$ cat config.mk
export PLATFORM = sky130hd
export DESIGN_NAME = lfsr_range_sampler
export DESIGN_NICKNAME = d
export VERILOG_FILES = /design/src/rtl/lfsr_range_sampler.sv
export SDC_FILE = /design/constraint.sdc
export NUM_CORES = 1
export LEC_CHECK = 0
export ABC_AREA = 0
export CAP_MARGIN = 0
export CORE_MARGIN = 2
export CORE_UTILIZATION = 50
export CTS_BUF_LIST = sky130_fd_sc_hd__clkbuf_16
export DETAILED_ROUTE_END_ITERATION = 16
export DONT_BUFFER_PORTS = 1
export GPL_ROUTABILITY_DRIVEN = 0
export PLACE_DENSITY_LB_ADDON = 0.1
export SLEW_MARGIN = 5
export SYNTH_ARGS = -nofsm -noshare
export SYNTH_HDL_FRONTEND = slang
export SYNTH_SLANG_ARGS = --single-unit
export TNS_END_PERCENT = 10
$ cat constraint.sdc
create_clock -name clk -period 4.95 [get_ports clk]
set_input_delay 1.2375 -clock clk [delete_from_list [all_inputs] [get_ports clk]]
set_output_delay 1.2375 -clock clk [all_outputs]
set_load 0.05 [all_outputs]
$ cat src/rtl/lfsr_range_sampler.sv
// lfsr_range_sampler
//
// Drives the LFSR enable, reads the stepped LFSR state and reduces it to a
// uniformly distributed value in [0, limit) using mask-and-reject sampling.
// The result is offered on a valid/ready handshake and held until taken.
//
// State table
//   state | meaning
//   IDLE  | waiting for req_i; limit/mask latched on accept
//   STEP  | one-cycle LFSR enable pulse
//   CHECK | evaluate post-step LFSR state: lock-up, accept or reject
//   HOLD  | sample presented on data_o, waiting for ready_i
//
// Ports
//   clk        : rising-edge clock
//   reset_n_i  : asynchronous active-low reset
//   lfsr_q_i   : current LFSR state
//   lfsr_en_o  : LFSR advance enable (high only in STEP)
//   req_i      : request one sample (sampled in IDLE only)
//   limit_i    : exclusive upper bound, 0 means 256
//   busy_o     : high whenever not IDLE
//   valid_o    : data_o holds an accepted sample
//   ready_i    : consumer takes data_o when valid_o & ready_i
//   data_o     : sample, < limit unless limit is 0
//   discards_o : rejected draws of the current/last transaction, saturating
//   stuck_o    : sticky all-zero LFSR state flag
module lfsr_range_sampler (
    input  logic       clk,
    input  logic       reset_n_i,
    input  logic [7:0] lfsr_q_i,
    output logic       lfsr_en_o,
    input  logic       req_i,
    input  logic [7:0] limit_i,
    output logic       busy_o,
    output logic       valid_o,
    input  logic       ready_i,
    output logic [7:0] data_o,
    output logic [7:0] discards_o,
    output logic       stuck_o
);

    typedef enum logic [1:0] {
        IDLE  = 2'd0,
        STEP  = 2'd1,
        CHECK = 2'd2,
        HOLD  = 2'd3
    } state_t;

    state_t     state_q, state_d;
    logic [7:0] limit_q, limit_d;
    logic [7:0] mask_q, mask_d;
    logic [7:0] data_q, data_d;
    logic [7:0] discards_q, discards_d;
    logic       valid_q, valid_d;
    logic       stuck_q, stuck_d;

    // Smearing limit-1 to the right fills every bit below its MSB. This
    // naturally gives 0xFF for limit 0 (wraps to 0xFF) and 0x00 for limit 1.
    logic [7:0] limit_m1;
    logic [7:0] smear_1;
    logic [7:0] smear_2;
    logic [7:0] mask_calc;
    logic [7:0] cand;
    logic       cand_ok;

    assign limit_m1  = limit_i - 8'd1;
    assign smear_1   = limit_m1 | (limit_m1 >> 1);
    assign smear_2   = smear_1 | (smear_1 >> 2);
    assign mask_calc = smear_2 | (smear_2 >> 4);

    assign cand    = lfsr_q_i & mask_q;
    assign cand_ok = (limit_q == 8'd0) || (cand < limit_q);

    always_comb begin
        state_d    = state_q;
        limit_d    = limit_q;
        mask_d     = mask_q;
        data_d     = data_q;
        discards_d = discards_q;
        valid_d    = valid_q;
        stuck_d    = stuck_q;

        unique case (state_q)
            IDLE: begin
                if (req_i) begin
                    limit_d    = limit_i;
                    mask_d     = mask_calc;
                    discards_d = 8'd0;
                    state_d    = STEP;
                end
            end
            STEP: begin
                state_d = CHECK;
            end
            CHECK: begin
                if (lfsr_q_i == 8'd0) begin
                    stuck_d = 1'b1;
                    state_d = IDLE;
                end else if (cand_ok) begin
                    data_d  = cand;
                    valid_d = 1'b1;
                    state_d = HOLD;
                end else begin
                    if (discards_q != 8'hFF) begin
                        discards_d = discards_q + 8'd1;
                    end
                    state_d = STEP;
                end
            end
            HOLD: begin
                if (ready_i) begin
                    valid_d = 1'b0;
                    state_d = IDLE;
                end
            end
            default: begin
                state_d = IDLE;
            end
        endcase
    end

    always_ff @(posedge clk or negedge reset_n_i) begin
        if (!reset_n_i) begin
            state_q    <= IDLE;
            limit_q    <= 8'd0;
            mask_q     <= 8'd0;
            data_q     <= 8'd0;
            discards_q <= 8'd0;
            valid_q    <= 1'b0;
            stuck_q    <= 1'b0;
        end else begin
            state_q    <= state_d;
            limit_q    <= limit_d;
            mask_q     <= mask_d;
            data_q     <= data_d;
            discards_q <= discards_d;
            valid_q    <= valid_d;
            stuck_q    <= stuck_d;
        end
    end

    // Decoded from state so the async reset removes the enable immediately.
    assign lfsr_en_o  = (state_q == STEP);
    assign busy_o     = (state_q != IDLE);
    assign valid_o    = valid_q;
    assign data_o     = data_q;
    assign discards_o = discards_q;
    assign stuck_o    = stuck_q;

endmodule
* Yosys cells after proc, flatten, opt, wreduce, memory -nomap -nowiden
Cells that the tools add are included.
** Word-level totals
- Output and inout port bits :: 20
- Register bits after elaboration :: 36
- Bits of input ports :: 20
** Operators by class
- Equal/unequal tests :: 10
- $add $sub $neg :: 2
- Magnitude comparators :: 1
- Multiplexer cells :: 14
- Bitwise gates (word level) :: 5
- Reduce and logical (&&, ||, !) cells :: 13
** Operators by type and width (number)
- $mux W8 :: 4
- $logic_not A8 Y1 :: 2
- $pmux W8 S2 :: 1
- $ne A2 B2 Y1 const B :: 6
- $add A8 B1 Y8 const B :: 1
- $and A8 B8 Y8 :: 1
- $lt A8 B8 Y1 :: 1
- $mux W2 :: 4
- $ne A8 B8 Y1 const B :: 1
- $or A8 B4 Y8 :: 1
- $or A8 B6 Y8 :: 1
- $or A8 B7 Y8 :: 1
- $pmux W2 S4 :: 1
- $sub A8 B1 Y8 const B :: 1
- $reduce_and A2 Y1 :: 3
- $reduce_bool A2 Y1 :: 3
- $reduce_and A5 Y1 :: 1
- $eq A2 B2 Y1 const B :: 2
- $reduce_and A4 Y1 :: 1
- $mux W1 :: 3
- $reduce_and A3 Y1 :: 1
- $eq A2 B1 Y1 const B :: 1
- $logic_not A2 Y1 :: 1
- $pmux W1 S2 :: 1
- 2 further kinds :: 2

* Logic depth before layout (Yosys ltp)
Gate-level depths: netlist of run 1.
- Depth in word-level cells :: 6
- Depth in mapped cells :: 9

* Worst setup path before layout of run 1
OpenSTA, ideal clock, no wires.
- Path kind :: input -> register
- From :: in lfsr_q_i[3]
- To :: reg discards_q[0] (netlist: discards_o[0])
- Library setup time :: 0.125 ns
- Required time :: 4.825 ns
- Arrival time :: 2.928 ns
- Stages on the path :: 9
- Path slack :: 1.898 ns
- Cells stage by stage :: and2_1 > ha_1 > o211ai_1 > a31oi_1 > a211oi_1 > o41ai_1 > clkbuf_1 > o21ai_0 > mux2_2
** Between the ends
- Word-level cells in the longest chain between the ends :: 5
- Elaborated cells between the ends (all ways) :: 7
** Ends and longest elaborated chain
- start, declared :: RTL line 30 : input logic [7:0] lfsr_q_i,
- $and A8 B8 Y8 :: RTL line 71 : assign cand = lfsr_q_i & mask_q;
- $lt A8 B8 Y1 :: RTL line 72 : assign cand_ok = (limit_q == 8'd0) || (cand < limit_q);
- $logic_or A1 B1 Y1 :: RTL line 72
- $ne A2 B2 Y1 (no line)
- $reduce_and A5 Y1 (no line) *
- end signal, assigned :: RTL line 136 : discards_q <= discards_d;
- end, declared :: RTL line 53 : logic [7:0] discards_q, discards_d;
Mark *: on every way between the ends. The rest lies on a longest branch, timed or not.
A chain may end at the register's enable or synchronous reset.

* Worst setup path in the final report of run 1
- From :: in lfsr_q_i[3]
- To :: reg data_q[7] (netlist: data_o[7])
** Between the ends
- Word-level cells in the longest chain between the ends :: 4
- Elaborated cells between the ends (all ways) :: 6
** Ends and longest elaborated chain
- $and A8 B8 Y8 :: RTL line 71
- $lt A8 B8 Y1 :: RTL line 72
- $logic_or A1 B1 Y1 :: RTL line 72
- $reduce_and A3 Y1 (no line) *
- end signal, assigned :: RTL line 135 : data_q <= data_d;
- end, declared :: RTL line 52 : logic [7:0] data_q, data_d;
Marks and branches as above.

==> results of run 1 <==
[Yosys cell counts]
library cell,instances
o2bb2ai_1,1
a311oi_1,3
o211ai_1,1
or4_1,1
nor2_2,1
a31o_2,5
a21oi_1,9
ha_1,10
or2_1,1
nor2_1,12
and2_1,7
nand2_1,17
a31oi_1,3
a22o_1,2
or2_2,1
nor4_1,3
mux2_4,7
nand3_1,2
nand2b_1,5
o41ai_1,1
nor4bb_1,1
o21ai_1,1
and3_1,5
nor3_1,2
inv_1,16
buf_6,1
buf_2,3
a41oi_2,1
o22ai_1,1
mux2_2,2
xnor2_1,4
o21ai_0,12
nand4_1,1
clkbuf_1,4
xor2_1,3
or3_1,2
a211oi_1,2
nor4b_4,1
nor2b_1,5
and4_4,1
dfrtp_1,36
[logic make-up after synthesis]
group           count (synthesis)  synth area share [%]
buf+inv                        24                  5.14
xor+xnor                        7                  3.11
compound gates                 42                  14.2
simple gates                   68                  19.0
mux                             9                  6.48
flops                          36                  45.7
fa+ha+maj                      10                  6.35
[layer usage]
layer | track usage (%) | vias to the layer above
met3 | 8.11 | 4
met1 | 26.0 | 701
li1 | - | 691
met4 | 6.89 | 0
met5 | 0 | -
met2 | 34.1 | 48
[cell type report]
cell class                 instances  share of cell area [%]
clock inverter                     3                    1.10
sequential                        36                    41.8
clock buffer                       5                    5.81
timing repair buffer               2                   0.697
tap                               48                    2.79
multi-input combinational        136                    45.0
inverter                          16                    2.79
[power by group through the flow]
stage / registers, mW / logic, mW / clock network (mW)
after floorplan: 0.580 / 0.379 / 0
after global placement: 0.599 / 0.432 / 0
after detailed placement: 0.604 / 0.452 / 0
after CTS: 0.599 / 0.459 / 0.316
after global routing: 0.612 / 0.511 / 0.330
final: 0.597 / 0.456 / 0.307
[path summary, 6_finish.rpt]
kind	startpoint	endpoint	slack [ns]
worst max-delay path	lfsr_q_i[3]	data_o[7]$_DFFE_PN0P_	1.80
worst min-delay path	mask_q[5]$_DFFE_PN0P_	mask_q[5]$_DFFE_PN0P_	0.54
worst max register to register	mask_q[3]$_DFFE_PN0P_	data_o[7]$_DFFE_PN0P_	2.32
worst min register to register	mask_q[5]$_DFFE_PN0P_	mask_q[5]$_DFFE_PN0P_	0.54
max in group asynchronous	reset_n_i	discards_o[5]$_DFFE_PN0P_	4.22
min in group asynchronous	reset_n_i	data_o[0]$_DFFE_PN0P_	0.65
[worst max-delay path, stage by stage]
cell	delay, ns
and2_1	0.14
ha_1	0.31
o211ai_1	0.09
a31oi_1	0.17
a211oi_1	0.07
o41ai_1	0.26
buf_4	0.24
or2_1	0.44
mux2_4	0.35
[layout by cell type, fill, tap and decap left out, types with 3 or more instances in the layout]
master / netlist / routed
ha_1: 10 / 10
nor2b_1: 5 / 5
clkbuf_16: 0 / 5
nand2b_1: 5 / 5
o21ai_0: 12 / 12
dfrtp_1: 36 / 36
and2_1: 7 / 7
nor2_1: 12 / 12
nand2_1: 17 / 17
inv_1: 16 / 16
a31oi_1: 3 / 3
a31o_2: 5 / 5
a21oi_1: 9 / 9
xnor2_1: 4 / 4
nor4_1: 3 / 3
xor2_1: 3 / 3
mux2_4: 7 / 7
and3_1: 5 / 5
a311oi_1: 3 / 3
[registers in the layout, indices dropped and copies added (netlist names)]
name        cells
data_o          8
discards_o      8
limit_q         8
mask_q          8
state_q         2
stuck_o         1
valid_o         1
[stage by stage]
stage | total power, mW | utilization [%] | instance area [um^2] | hold WS (ns) | instances
6_report | 1.36 | 57.9 | 2150 | 0.536 | 246
5_1_grt | 1.45 | 57.9 | 2150 | 0.569 | 246
4_1_cts | 1.37 | 57.9 | 2150 | 0.547 | 246
3_5_place_dp | 1.06 | 53.9 | 2000 | 0.533 | 238
3_3_place_gp | 1.03 | 53.9 | 2000 | 0.473 | 238
2_1_floorplan | 0.959 | - | 1970 | 0.458 | 196
==> flow_metrics.tcl, run 1 <==
set metrics [dict create \
    top_layer "met4" \
    synth_seq_cells 36 \
    hp-class "flop to flop" \
    cts_sinks 36 \
    timing.final.crit_share_pct 63.7 \
    wl_met3_um 329 \
    yosysTopAreaCell "dfrtp_1" \
    cp.required_ns 5.11 \
    core_region_area_mm2 0.00372 \
    arrival_ns 3.31 \
    comb_power_share_pct 33.5 \
    synth_warnings 0 \
    area_growth_pct 9.27 \
    critPathKind "input pin to flop" \
    grt.total_usage_pct 21.2 \
    drt_iter0_markers 63 \
    place_hpwl_um 3160 \
    seqPwrFrac_pct 43.9 \
    power_density_mw_per_mm2 632 \
    die_area_mm2 0.00446 \
    grt_start_max_net_pins 37 \
    place_ws_ns 1.53 \
    clk_pin_slew_worst_paths_ns 0.05 \
    wl_met2_um 2010 \
    min_path_cells 2 \
    vias 1444 \
    remaining_drc_errors 0 \
    regArea_um2 901 \
    clockBufferDepth 2 \
    tritoncts "yes" \
    overflow 0 \
    worst_slew_pin_slew_ns 0.924 \
    die_h_um 66.8 \
    die_x_um 66.8 \
    clockPowerShare_pct 22.6 \
    yosys-top-cells-area "dfrtp_1, ha_1, mux2_4" \
    max_cap_violations 0 \
    worst_slack_ns 1.80 \
    met1Wirelength_um 1810 \
    syn_avg_cell_area_um2 10.1 \
    reg2reg_depth 9 \
    ctsHoldBuffers 0 \
    switching_share_pct 43.7 \
    finClkSkew_ns 0.00299 \
    ios 40 \
    syn_area_mm2 0.00197 \
    cts_resized 0 \
    num-fill-cells 351 \
    antenna_found_initial 0 \
    final-setup-viol-count 0 \
    power.leakage_nw 0.947 \
    internal-power_mw 0.765 \
    fin_crit_ns 3.15 \
    multiInputGateArea_um2 968 \
    fin_nets 227 \
    tns_ns 0 \
    rsz0062_at_grt "false" \
    max_freq_mhz 317 \
    grt_pass1_vias 1478 \
    port_buffers 0 \
    cts_buffers 5 \
    slew_viol_final 0 \
    end_kind "flop" \
    wire_per_inst_um 17.0 \
    synthCells 196 \
    post_cts_buffers 0 \
    crit_path_start_kind "input pin" \
    status "complete, no violations" \
    vias_per_cell 5.87 \
    n_antenna_cell 0 \
    drt_wl_total_um 4190 \
    rows 22 \
    final-hold-violation-count 0 \
    worstSkewPairLatency_ns 0.28 \
    synth_nets 226 \
    synth_top_area_share_pct 45.7 \
    drt_first_pass_iters 4 \
    yosysSeqAreaShare_pct 45.7 \
    peakVddDrop_mv 0.236 \
    drive_above_1_share_pct 14.6 \
    grt_pass1_wl_um 6910 \
    drtAntennaViolNets 0 \
    p_switching_mw 0.595 \
    path_max_fanout 12 \
    yosysUniqueCellTypes 41 \
    slew-limit-headroom_pct 38.3 \
    initial_core_util_pct 53.0 \
    htreeDepth 2 \
    root_buffer "clkbuf_16" \
]
Power figures use the tool's default switching activity.
==> run 2: changes to the inputs <==
Clock period 4.95 ns to 2.7 ns, I/O delays scaled along.
==> flow_metrics.tcl, run 2 (synthesized netlist as in run 1, its figures left out) <==
set metrics [dict create \
    status "complete, no violations" \
    cp_common_cell "and3_1" \
    drt_first_pass_iters 4 \
    wire_per_inst_um 16.2 \
    ios 40 \
    cts_sinks 36 \
    hp-class "input pin to async pin" \
    grt_pass1_vias 1438 \
    place_area_mm2 0.00208 \
    overflow 0 \
    r2r_end "discards_o[0]$_DFFE_PN0P_" \
    ctsHoldBuffers 0 \
    fin_nets 235 \
    htreeDepth 2 \
    rsz0062_at_grt "false" \
    die_x_um 66.8 \
    initial_core_util_pct 53.0 \
    cp.required_ns 2.86 \
    cts_buffers 5 \
    place_hpwl_um 3130 \
    reg2reg_depth 6 \
    r2r-start "discards_o[1]$_DFFE_PN0P_" \
    vias 1455 \
    grt_start_max_net_pins 37 \
    r2r_slack_ns 0.33 \
    slew_viol_final 0 \
    drive_above_1_share_pct 16.5 \
    final-setup-viol-count 0 \
    crit_chain "ha_1, and3_1, and3_1, a41oi_2, and3_1, mux2_2" \
    antenna_found_initial 0 \
    drt_iter0_markers 53 \
    grt.total_usage_pct 20.8 \
    fin_area_mm2 0.00221 \
    mostFrequentLayoutCell "dfrtp_1" \
    arrival_ns 2.53 \
    max_freq_mhz 422 \
    tritoncts "yes" \
    root_buffer "clkbuf_16" \
    post_cts_buffers 0 \
    critPathKind "flop to flop" \
    cts_resized 0 \
    slowest_stage "dfrtp_1" \
    holdWs_ns 0.0870 \
    final-hold-violation-count 0 \
    power.leakage_nw 1.00 \
    vias_per_cell 5.73 \
    tns_ns 0 \
    layout_common_cells "dfrtp_1, inv_1, nand2_1" \
    die_h_um 66.8 \
    end_kind "flop" \
    peakVddDrop_mv 0.354 \
    drtAntennaViolNets 0 \
    max_cap_violations 0 \
    timing.final.crit_share_pct 87.7 \
    finClkSkew_ns 0.00258 \
    die_area_mm2 0.00446 \
    path_max_fanout 7 \
    rows 22 \
    core_region_area_mm2 0.00372 \
    crit_path_start_kind "flop" \
    clk_pin_slew_worst_paths_ns 0.05 \
    slew-limit-headroom_pct 60.0 \
    crit_family "simple AND/OR/NAND/NOR gates" \
    worst_slew_pin_slew_ns 0.600 \
    n_antenna_cell 0 \
    fin_crit_ns 2.37 \
    power_density_mw_per_mm2 1140 \
    remaining_drc_errors 0 \
    slowest_delay_ns 0.68 \
    drt_wl_total_um 4120 \
    worstSkewPairLatency_ns 0.28 \
    clockBufferDepth 2 \
    cp_num_buf_inv 0 \
    port_buffers 0 \
    area_growth_pct 12.3 \
    grt_pass1_wl_um 6800 \
]
-- run 2: changes by cell type in the layout (fill, tap and decap cells not counted) --
cell / change
buf_12: +1
clkinv_1: +1
buf_4: +7
clkinvlp_4: -2
inv_1: +2
clkinv_4: -1
-- run 2: cell type report --
cell class | instances | area (um^2)
Fill cell | 323 | 1500
Sequential cell | 36 | 901
Clock buffer | 5 | 125
Multi-Input combinational cell | 136 | 968
Tap cell | 48 | 60.1
Inverter | 16 | 60.1
Clock inverter | 3 | 11.3
Timing Repair Buffer | 10 | 87.6
-- run 2: per-layer routing --
layer / share of wire, % / up-vias / track usage, % / wire length [um]
li1: - / 702 / - / -
met1: 47 / 709 / 28.2 / 1940
met2: 44 / 38 / 31.5 / 1830
met3: 7.2 / 6 / 6.59 / 298
met4: 1.4 / 0 / 6.89 / 58
met5: 0 / - / 0 / 0
-- run 2: stage by stage --
stage / utilization (%) / setup slack, ns / instances / power [mW]
finish: 59.6 / 0.332 / 254 / 2.52
global route: 59.6 / 0.185 / 254 / 2.68
CTS: 59.6 / 0.339 / 254 / 2.54
detailed placement: 55.9 / 0.110 / 246 / 2.00
global placement: 55.9 / 0.202 / 246 / 1.96
floorplan: - / 0.210 / 196 / 1.76
-- run 2: worst max path at each step --
stage | start | endpoint | slack (ns) | cells past startpoint
CTS | discards_o[1]$_DFFE_PN0P_ | discards_o[0]$_DFFE_PN0P_ | 0.34 | 6
finish | discards_o[1]$_DFFE_PN0P_ | discards_o[0]$_DFFE_PN0P_ | 0.33 | 6
global placement | lfsr_q_i[3] | discards_o[1]$_DFFE_PN0P_ | 0.20 | 9
floorplan | lfsr_q_i[3] | discards_o[0]$_DFFE_PN0P_ | 0.21 | 9
global route | mask_q[3]$_DFFE_PN0P_ | discards_o[1]$_DFFE_PN0P_ | 0.19 | 9
detailed placement | lfsr_q_i[3] | discards_o[0]$_DFFE_PN0P_ | 0.11 | 9
-- run 2: where the power goes --
part	switching [mW]	internal, mW	leakage [nW]	total (mW)
Sequential	0.365	0.714	0.430	1.08
Combinational	0.505	0.404	0.498	0.909
Clock	0.203	0.331	0.0738	0.534
Total	1.07	1.45	1.00	2.52
==> run 3: changes to the inputs <==
Settings changed: SETUP_SLACK_MARGIN set to 0.5, SKIP_LAST_GASP set to 1.
==> flow_metrics.tcl, run 3 (synthesized netlist as in run 1, its figures left out) <==
set metrics [dict create \
    vias_per_cell 5.70 \
    crit_path_start_kind "flop" \
    area_growth_pct 15.2 \
    tns_ns 0 \
    grt.total_usage_pct 21.1 \
    fin_crit_ns 2.31 \
    timing.final.crit_share_pct 85.6 \
    fin_area_mm2 0.00227 \
    internal-power_mw 1.49 \
    clockPowerShare_pct 20.4 \
    status "complete, no violations" \
    grt_pass1_wl_um 6870 \
    path_max_fanout 10 \
    worst_slack_ns 0.388 \
    arrival_ns 2.47 \
    power_density_mw_per_mm2 1140 \
    vias 1465 \
    overflow 0 \
    slew-limit-headroom_pct 59.6 \
    power.total_mw 2.60 \
    drt_iter0_markers 59 \
    comb_power_share_pct 37.9 \
    finClkSkew_ns 0.00457 \
    postLayoutCoreUtil_pct 61.1 \
    holdWs_ns 0.0888 \
    max_freq_mhz 433 \
    final-hold-violation-count 0 \
    htreeDepth 2 \
    root_buffer "clkbuf_16" \
    end_kind "flop" \
    switching_share_pct 42.5 \
    antenna_found_initial 0 \
    critPathKind "flop to flop" \
    power.leakage_nw 1.02 \
    fin_nets 239 \
    place_ws_ns 0.0827 \
    grt_pass1_vias 1450 \
    clockBufferDepth 2 \
    max_cap_violations 0 \
    rsz0062_at_grt "true" \
    ios 40 \
    peakVddDrop_mv 0.394 \
    grt_start_max_net_pins 37 \
    hp-class "input pin to async pin" \
    clk_pin_slew_worst_paths_ns 0.05 \
    drtAntennaViolNets 0 \
    instances_no_fill 257 \
    tritoncts "yes" \
    place_hpwl_um 3180 \
    cts_sinks 36 \
    seqPwrFrac_pct 41.7 \
    final-setup-viol-count 0 \
    slew_viol_final 0 \
    layout_common_cells "dfrtp_1, nand2_1, inv_1" \
    place_area_mm2 0.00208 \
    drt_wl_total_um 4290 \
    cp.required_ns 2.86 \
    worstSkewPairLatency_ns 0.28 \
    die_h_um 66.8 \
    dp_cells 246 \
    port_buffers 0 \
    die_area_mm2 0.00446 \
    die_x_um 66.8 \
    drt_first_pass_iters 4 \
    worst_slew_pin_slew_ns 0.606 \
    drive_above_1_share_pct 21.5 \
    p_switching_mw 1.10 \
    core_region_area_mm2 0.00372 \
    remaining_drc_errors 0 \
    wire_per_inst_um 16.7 \
    rows 22 \
    mostFrequentLayoutCell "dfrtp_1" \
    n_antenna_cell 0 \
    ctsHoldBuffers 0 \
    initial_core_util_pct 53.0 \
    cts_buffers 5 \
]
==> run 3: worst max-delay path: stages (launching register included) <==
cell      delay [ns]
dfrtp_1         0.40
and2_4          0.18
ha_4            0.26
o211ai_1        0.08
a31oi_1         0.14
a211oi_1        0.07
o41ai_2         0.39
buf_4           0.24
o21ai_0         0.13
mux2_2          0.30
==> run 3: metal layers <==
| layer | routed length (um) | track usage [%] | vias up |
|---|---|---|---|
| met4 | 61 | 7.65 | 0 |
| li1 | - | - | 712 |
| met1 | 1920 | 27.0 | 707 |
| met2 | 1980 | 32.3 | 39 |
| met5 | 0 | 0 | - |
| met3 | 330 | 8.45 | 7 |
==> run 3: timing repair <==
action | CTS | global route
setup endpoints to repair | 15 | 17
buffers inserted | 0 | 4
cloned | 0 | 0
pin swaps | 1 | 3
gates resized for setup | 3 | 4
==> run 3: layout make-up <==
cell class | instances | area [um^2]
fillers | 328 | 1450
repair buffers | 14 | 118
inverters | 16 | 60.1
clock inverters | 2 | 7.51
flip-flops and latches | 36 | 902
clock buffers | 5 | 125
multi-input cells | 136 | 997
well taps | 48 | 60.1
==> run 3: path summary, 6_finish.rpt <==
| check | slack (ns) | startpoint | depth (start not counted) | end |
|---|---|---|---|---|
| max | 0.39 | mask_q[3]$_DFFE_PN0P_ | 9 | discards_o[0]$_DFFE_PN0P_ |
| min | 0.09 | reset_n_i | 0 | mask_q[6]$_DFFE_PN0P_ |
| max reg2reg | 0.39 | mask_q[3]$_DFFE_PN0P_ | 9 | discards_o[0]$_DFFE_PN0P_ |
| min reg2reg | 0.50 | mask_q[5]$_DFFE_PN0P_ | 2 | mask_q[5]$_DFFE_PN0P_ |
| max in group asynchronous | 2.52 | reset_n_i | 0 | discards_o[1]$_DFFE_PN0P_ |
| min in group clk | 0.50 | mask_q[5]$_DFFE_PN0P_ | 2 | mask_q[5]$_DFFE_PN0P_ |
==> run 3: power groups by stage <==
stage	Sequential [mW]	Combinational [mW]	Clock, mW
floorplan	1.06	0.706	0
global placement	1.08	0.874	0
detailed placement	1.09	0.903	0
CTS	1.09	0.929	0.540
global route	1.11	1.08	0.556
finish	1.08	0.985	0.529
